## src/rtl/inv_sbox_word.sv

```systemverilog
// rtl/inv_sbox_word.sv - word-wide AES InvSubBytes through one time-shared byte S-box
// Optional macro INV_SBOX_FWD_EN adds a per-word fwd input selecting the forward S-box.
module inv_sbox_word (
    input  logic        clk,
    input  logic        rst,
    input  logic [31:0] in_data,
    input  logic        in_valid,
    output logic        in_ready,
`ifdef INV_SBOX_FWD_EN
    input  logic        fwd,
`endif
    output logic [31:0] out_data,
    output logic        out_valid,
    input  logic        out_ready
);

    typedef enum logic [1:0] {IDLE, BUSY, DONE} state_t;

    state_t      state;
    state_t      state_next;
    logic [1:0]  cnt;
    logic [31:0] word;
    logic [31:0] result;
    logic [7:0]  sbox_in;
    logic [7:0]  sbox_out;

    // GF(2^8) multiply modulo x^8 + x^4 + x^3 + x + 1
    function automatic logic [7:0] gf_mul(input logic [7:0] a, input logic [7:0] b);
        logic [7:0] p;
        logic [7:0] x;
        p = 8'h00;
        x = a;
        for (int i = 0; i < 8; i++) begin
            p = p ^ (x & {8{b[i]}});
            x = {x[6:0], 1'b0} ^ (8'h1b & {8{x[7]}});
        end
        return p;
    endfunction

    // a^254 equals a^-1 for nonzero a and yields 0 for a = 0
    function automatic logic [7:0] gf_inv(input logic [7:0] a);
        logic [7:0] x2, x3, x6, x12, x15, x30, x60, x120, x240, x252;
        x2   = gf_mul(a, a);
        x3   = gf_mul(x2, a);
        x6   = gf_mul(x3, x3);
        x12  = gf_mul(x6, x6);
        x15  = gf_mul(x12, x3);
        x30  = gf_mul(x15, x15);
        x60  = gf_mul(x30, x30);
        x120 = gf_mul(x60, x60);
        x240 = gf_mul(x120, x120);
        x252 = gf_mul(x240, x12);
        return gf_mul(x252, x2);
    endfunction

    function automatic logic [7:0] inv_affine(input logic [7:0] s);
        return {s[6:0], s[7]} ^ {s[4:0], s[7:5]} ^ {s[1:0], s[7:2]} ^ 8'h05;
    endfunction

`ifdef INV_SBOX_FWD_EN
    function automatic logic [7:0] fwd_affine(input logic [7:0] b);
        return b ^ {b[6:0], b[7]} ^ {b[5:0], b[7:6]} ^ {b[4:0], b[7:5]}
                 ^ {b[3:0], b[7:4]} ^ 8'h63;
    endfunction

    logic       fwd_q;
    logic [7:0] inv_in;
    logic [7:0] inv_out;

    // Affine stages wrap the single inverter so both directions share it
    always_comb begin
        inv_in   = fwd_q ? sbox_in : inv_affine(sbox_in);
        inv_out  = gf_inv(inv_in);
        sbox_out = fwd_q ? fwd_affine(inv_out) : inv_out;
    end

    always_ff @(posedge clk or posedge rst) begin
        if (rst) begin
            fwd_q <= 1'b0;
        end else if (state == IDLE && in_valid) begin
            fwd_q <= fwd;
        end
    end
`else
    always_comb begin
        sbox_out = gf_inv(inv_affine(sbox_in));
    end
`endif

    assign sbox_in = word[{cnt, 3'b000} +: 8];

    always_ff @(posedge clk or posedge rst) begin
        if (rst) begin
            state <= IDLE;
        end else begin
            state <= state_next;
        end
    end

    always_comb begin
        state_next = state;
        in_ready   = 1'b0;
        out_valid  = 1'b0;
        case (state)
            IDLE: begin
                in_ready = 1'b1;
                if (in_valid) state_next = BUSY;
            end
            BUSY: begin
                if (cnt == 2'd3) state_next = DONE;
            end
            DONE: begin
                out_valid = 1'b1;
                if (out_ready) state_next = IDLE;
            end
            default: state_next = IDLE;
        endcase
    end

    // out_data is only updated when the last byte lands, so partial results never show
    always_ff @(posedge clk or posedge rst) begin
        if (rst) begin
            cnt      <= 2'd0;
            word     <= 32'h0;
            result   <= 32'h0;
            out_data <= 32'h0;
        end else begin
            case (state)
                IDLE: begin
                    if (in_valid) begin
                        word <= in_data;
                        cnt  <= 2'd0;
                    end
                end
                BUSY: begin
                    result[{cnt, 3'b000} +: 8] <= sbox_out;
                    cnt <= cnt + 2'd1;
                    if (cnt == 2'd3) out_data <= {sbox_out, result[23:0]};
                end
                default: ;
            endcase
        end
    end

endmodule

```

## config.mk

```make
export PLATFORM = sky130hd
export DESIGN_NAME = inv_sbox_word
export DESIGN_NICKNAME = d
export VERILOG_FILES = /design/src/rtl/inv_sbox_word.sv
export SDC_FILE = /design/constraint.sdc
export NUM_CORES = 1
export LEC_CHECK = 0
export CAP_MARGIN = 0
export CORE_MARGIN = 4
export CORE_UTILIZATION = 40
export DETAILED_ROUTE_END_ITERATION = 8
export GPL_TIMING_DRIVEN = 0
export PLACE_DENSITY_LB_ADDON = 0.12
export SYNTH_ARGS = -nofsm -noshare
export SYNTH_HDL_FRONTEND = slang
export SYNTH_SLANG_ARGS = --single-unit
export TNS_END_PERCENT = 20
```

## constraint.sdc

```tcl
create_clock -name clk -period 23.6 [get_ports clk]
set_clock_uncertainty 0.2 [all_clocks]
set_input_delay 4.72 -clock clk [delete_from_list [all_inputs] [get_ports clk]]
set_output_delay 4.72 -clock clk [all_outputs]
set_load 0.01 [all_outputs]
```

==> flow_metrics.py, run 1 <==
metrics = {
    "global_routing": {
        "antenna_found_initial": 0,
        "gr-total-overflow": 0,
        "grt_max_degree": 52,
        "grt.total_usage_pct": 21.7,
        "grt_pass1_vias": 16600,
        "grt_first_pass_wirelength_um": 90800,
    },
    "sta": {
        "setup_viol": 0,
        "period_share_pct": 96.6,
        "worstMarginPinSlew_ns": 1.17,
        "slew_viol_final": 0,
        "relSlewSlack_pct": 19.7,
        "period_minus_slack_ns": 22.79,
        "hold_viol_final": 0,
        "fin_setup_tns_ns": 0,
        "fmax_mhz": 43.9,
    },
    "status": {
        "status": "complete, no violations",
    },
    "yosys": {
        "synth-seq-area-share_pct": 12.0,
        "synth_top_area_share_pct": 12.7,
        "synth.most_common_cell": "xnor2_1",
        "yosysTopAreaCell": "xnor2_1",
        "netlist_top_cells_area": "xnor2_1 13%, dfrtp_1 12%, xnor3_1 11%",
        "synth_area_sq_mm": 0.0191,
        "synth.avg_cell_area_sq_um": 8.84,
        "syn_inst": 2166,
        "ys_ff_latch": 92,
        "synth_commonest_cells": "278 x xnor2_1, 220 x nor2_1, 208 x nand2_1",
        "synth_ff_type": "dfrtp_1",
        "synth_nets": 2254,
        "yosysWarnings": 0,
        "synth-async-reset-ratio_pct": 100,
        "synth_cell_types": 112,
        "synth_edf_count": 0,
    },
    "route": {
        "num_vias": 17100,
        "routed-wl-met3_um": 2790,
        "top_layer": "met4",
        "dr.pass1.iters": 5,
        "drt_iter0_drc": 1213,
        "wl_met2_um": 28500,
        "viasPerCell": 5.69,
        "drc_errors": 0,
        "wl_per_cell_um": 19.4,
        "drt_wl_total_um": 58300,
        "antenna_left": 0,
        "wl_met1_um": 26000,
    },
    "hold_path": {
        "holdCritPathClass": "register to register",
    },
    "clock_network": {
        "cts_tree": "yes",
        "clk_latency_ns": 0.34,
        "htree_levels": 3,
        "clockBufferDepth": 2,
        "root_buffer": "clkbuf_16",
        "cts.sink_count": 92,
        "path_clk_slew_ns": 0.07,
        "cts-buffers-inserted": 9,
    },
    "final_layout": {
        "area_growth_pct": 23.5,
        "layout-drive-gt1-share_pct": 27.6,
        "fillers": 4391,
        "num_antenna_cells": 0,
        "fin_nets": 2483,
    },
    "placed_design": {
        "gp_congestion": 0.898,
        "port_buffers": 69,
        "dp_hpwl_um": 42700,
    },
    "floorplanning": {
        "dieArea_sq_mm": 0.0514,
        "io_pins": 70,
        "num_rows": 79,
        "die_x_um": 227,
        "core_sq_mm": 0.0470,
        "fp.dieH_um": 227,
        "start_util_pct": 40.8,
    },
    "worst_setup_path": {
        "cpPeakStageDelay_ns": 0.54,
        "worstSetupPathType": "register to register",
        "startpoint_type": "register",
        "cpMaxStageDelayCell": "mux4_2",
        "critPathArrivalTime_ns": 22.81,
        "worst_ep_required_time_ns": 23.62,
        "critPathMostFrequentCell": "buf_4",
        "cp-end-kind": "register",
        "crit_fanout": 11,
    },
    "job": {
        "drv_cap": 0,
    },
}
routing by layer:
layer | up-vias | global-route usage [%]
met3 | 76 | 2.02
met5 | - | 0
met1 | 8396 | 29.7
li1 | 8126 | -
met2 | 504 | 37.5
met4 | 0 | 4.50
cell type report:
| class | count | area (sq um) | share of cell area, % |
|---|---|---|---|
| Buffer | 131 | 865 | 3.66 |
| Clock buffer | 10 | 239 | 1.01 |
| Clock inverter | 6 | 52.6 | 0.222 |
| Inverter | 60 | 249 | 1.05 |
| Multi-Input combinational cell | 1876 | 17200 | 72.9 |
| Sequential cell | 92 | 2300 | 9.74 |
| Tap cell | 607 | 759 | 3.21 |
| Timing Repair Buffer | 225 | 1950 | 8.24 |
cell families (layout without fill, tap and decap cells):
logic type | after synthesis | in the layout | share of synthesized area (%)
compound gates | 413 | 413 | 15.6
flops | 92 | 92 | 12.0
mux | 106 | 106 | 6.49
xor+xnor | 570 | 570 | 39.4
fa+ha+maj | 53 | 53 | 3.45
simple gates | 734 | 734 | 18.0
buf+inv | 198 | 432 | 4.99
per-stage QoR:
step	utilization (%)	hold slack (ns)	setup WS [ns]	std cells	cell area (sq um)
after floorplan	-	0.252	0.173	2166	19100
after global placement	43.9	0.266	-5.05	2842	20600
after detailed placement	43.9	0.275	-5.25	2843	20600
after CTS	47.2	0.291	0.0175	2917	22100
after global routing	50.4	0.313	-0.186	3007	23600
final	50.4	0.284	0.806	3007	23600
critical path: cells and delay by family, from the launching register on:
family	cells	cell delay [ns]
muxes	2	0.83
xor gates and xnor gates	34	9.13
buffers and inverters	24	3.97
DFF	1	0.41
adders and majority gates	8	2.57
and+or+nand+nor	16	2.90
AOI/OAI and AO/OA	11	2.57
layout by cell type, fill, tap and decap left out, drive strengths merged, types with 59 or more instances in the layout:
cell type	Yosys	routed
o21ai	98	98
clkbuf	53	63
nor2	225	225
a21oi	72	72
nor3	83	83
mux2	65	65
xnor3	106	106
clkdlybuf4s50	0	69
inv	56	62
nand2	212	212
xnor2	341	341
dfrtp	92	92
buf	85	234
xor2	104	104
nand3	59	59
state kept, by name, indices dropped and copies added, names as in the netlist:
signal,flops
cnt,2
out_data,32
result,24
state,2
word,32
timing repair:
action                                  4_1_cts  5_1_grt
setup buffers                                64       91
pin swaps                                    55       85
endpoints found under the setup margin       32       32
cloned                                        0        0
resized for setup                           137      182
hold buffers                                  0        0
final timing paths:
kind	startpoint	slack [ns]	cells past startpoint	endpoint
max	cnt[1]	0.81	95	result[14]
min	result[2]	0.28	2	result[2]
max reg2reg	cnt[1]	0.81	95	result[14]
min reg2reg	result[2]	0.28	2	result[2]
max in group asynchronous	rst	17.94	3	out_data[1]
min in group asynchronous	rst	4.62	2	result[14]
Power of run 1 is not shown: default switching activity piles up to over one toggle a cycle in this logic, so the estimate is an artifact.
==> run 2: changes to the inputs <==
ABC_AREA = 1   (was not set)
CORE_UTILIZATION = 60   (was 40)
==> flow_metrics.py, run 2 <==
metrics = {
    "final_layout": {
        "num_antenna_cells": 0,
        "layout_common_cells": "1453 x nand2_1, 732 x nand3_1, 700 x nand2_2",
        "fin_nets": 5008,
        "top_regs": "out_data: 32 flops, word: 32 flops, result: 24 flops",
        "final_common_cell": "nand2_1",
        "fillers": 4843,
        "area_growth_pct": 6.16,
        "layout-drive-gt1-share_pct": 35.4,
    },
    "sta": {
        "fin_setup_tns_ns": 0,
        "period_minus_slack_ns": 20.53,
        "period_share_pct": 87.0,
        "hold_viol_final": 0,
        "setup_viol": 0,
        "worstMarginPinSlew_ns": 1.33,
        "fmax_mhz": 48.7,
        "slew_viol_final": 0,
        "relSlewSlack_pct": 10.6,
        "rsz0062_at_grt": "no",
    },
    "yosys": {
        "synth-async-reset-ratio_pct": 100,
        "synth_nets": 4927,
        "synth_top_area_share_pct": 17.8,
        "netlist_top_cells_area": "nand2_1 18%, nand2_2 14%, nand3_1 12%",
        "syn_inst": 4839,
        "synth_edf_count": 0,
        "synth.avg_cell_area_sq_um": 6.32,
        "ys_ff_latch": 92,
        "yosysTopAreaCell": "nand2_1",
        "synth.most_common_cell": "nand2_1",
        "synth_commonest_cells": "1453 x nand2_1, 732 x nand3_1, 700 x nand2_2",
        "synth-seq-area-share_pct": 7.53,
        "synth_cell_types": 57,
        "yosysWarnings": 0,
        "synth_area_sq_mm": 0.0306,
        "synth_ff_type": "dfrtp_1",
    },
    "worst_setup_path": {
        "reg2reg_depth": 149,
        "worstSetupPathType": "register to register",
        "cp-end-kind": "register",
        "cpMaxStageDelayCell": "clkdlybuf4s50_2",
        "critPathMostFrequentCell": "nand2_1",
        "cpPeakStageDelay_ns": 0.61,
        "crit_fanout": 12,
        "worst_ep_required_time_ns": 23.68,
        "startpoint_type": "register",
        "worst-r2r-setup-slack_ns": 3.07,
        "critPathArrivalTime_ns": 20.61,
    },
    "floorplanning": {
        "io_pins": 70,
        "start_util_pct": 60.8,
        "num_rows": 82,
        "die_x_um": 234,
        "fp.dieH_um": 234,
        "core_sq_mm": 0.0503,
        "dieArea_sq_mm": 0.0546,
    },
    "clock_network": {
        "cts_tree": "yes",
        "htree_levels": 3,
        "cts_resized": 0,
        "cts.sink_count": 92,
        "clk_latency_ns": 0.34,
        "path_clk_slew_ns": 0.07,
        "hold_buffers": 0,
        "root_buffer": "clkbuf_16",
        "cts-buffers-inserted": 9,
        "clockBufferDepth": 2,
        "cts_setup_buffers": 0,
    },
    "global_routing": {
        "grt_max_degree": 60,
        "grt.total_usage_pct": 29.1,
        "grt_pass1_vias": 27100,
        "gr-total-overflow": 0,
        "grt_first_pass_wirelength_um": 134000,
        "antenna_found_initial": 0,
    },
    "hold_path": {
        "holdCritPathClass": "register to register",
        "holdPathStages": 2,
    },
    "job": {
        "drv_cap": 0,
    },
    "route": {
        "drt_wl_total_um": 81400,
        "drt_iter0_drc": 2338,
        "antenna_left": 0,
        "dr.pass1.iters": 6,
        "drc_errors": 0,
        "num_vias": 30300,
        "wl_per_cell_um": 14.5,
        "viasPerCell": 5.42,
    },
    "placed_design": {
        "dp_hpwl_um": 66700,
        "gp_congestion": 0.933,
        "port_buffers": 69,
    },
    "status": {
        "status": "complete, no violations",
    },
}
-- run 2: changes by cell type in the layout (fill, tap and decap cells not counted), moves of 216 or more --
cell and change:
inv_1 +387, nand2_1 +1246, nand2_2 +697, nand2_4 +288, nand3_1 +673, nand3_2 +276
xnor2_1 -216
-- run 2: stage by stage --
step           hold WS, ns  instance area (sq um)  worst slack, ns  util [%]  cells
4_1_cts              0.273                  32500             3.34      64.6   5596
3_5_place_dp         0.256                  32100             3.38      63.9   5581
3_3_place_gp         0.249                  32100             3.71      63.9   5580
6_report             0.277                  32500             3.07      64.6   5596
5_1_grt              0.304                  32500             1.52      64.6   5596
2_1_floorplan        0.242                  30600             6.46         -   4839
-- run 2: worst max-delay path: cells and delay by family, from the launching register on --
family	cells	cell delay [ns]
simple gates	103	11.13
buf+inv	32	4.66
fa+ha+maj	8	2.72
xor+xnor	5	1.17
flops	1	0.41
compound gates	1	0.07
-- run 2: kinds of logic after synthesis --
logic type | count (synthesis) | synth area share (%)
xor gates and xnor gates | 54 | 1.85
AOI/OAI and AO/OA | 67 | 1.31
adders and majority gates | 52 | 2.13
muxes | 22 | 0.810
and+or+nand+nor | 3872 | 74.3
buffers and inverters | 680 | 12.0
DFF | 92 | 7.53
-- run 2: final timing paths --
check	from	to
max	cnt[1]	result[8]
max in group asynchronous	rst	word[4]
min in group asynchronous	rst	out_data[23]
max reg2reg	cnt[1]	result[8]
min reg2reg	out_data[11]	out_data[11]
min	out_data[11]	out_data[11]
-- run 2: metal layers --
| metal | GRT usage (%) | vias up | share of wire (%) |
|---|---|---|---|
| li1 | - | 15500 | - |
| met1 | 40.6 | 14000 | 46 |
| met2 | 50.0 | 820 | 47 |
| met4 | 5.01 | 0 | 1.6 |
| met5 | 0 | - | 0 |
| met3 | 2.02 | 95 | 4.9 |
-- run 2: layout make-up --
type,instances,area [sq um],share of cell area [%]
Sequential cell,92,2300,7.09
Multi-Input combinational cell,4067,24600,75.8
Timing Repair Buffer,70,718,2.21
Clock buffer,9,225,0.694
Buffer,107,1390,4.27
Inverter,573,2290,7.06
Tap cell,672,841,2.59
Clock inverter,6,96.3,0.297
Power of run 2 is left out for the same reason.
==> run 3: changes to the inputs <==
CTS_BUF_LIST = sky130_fd_sc_hd__clkbuf_8 sky130_fd_sc_hd__clkbuf_16   (was not set)
==> results of run 3 <==
The final DEF is identical to that of run 2; final timing and power are the same.
Power of run 3 is left out for the same reason.
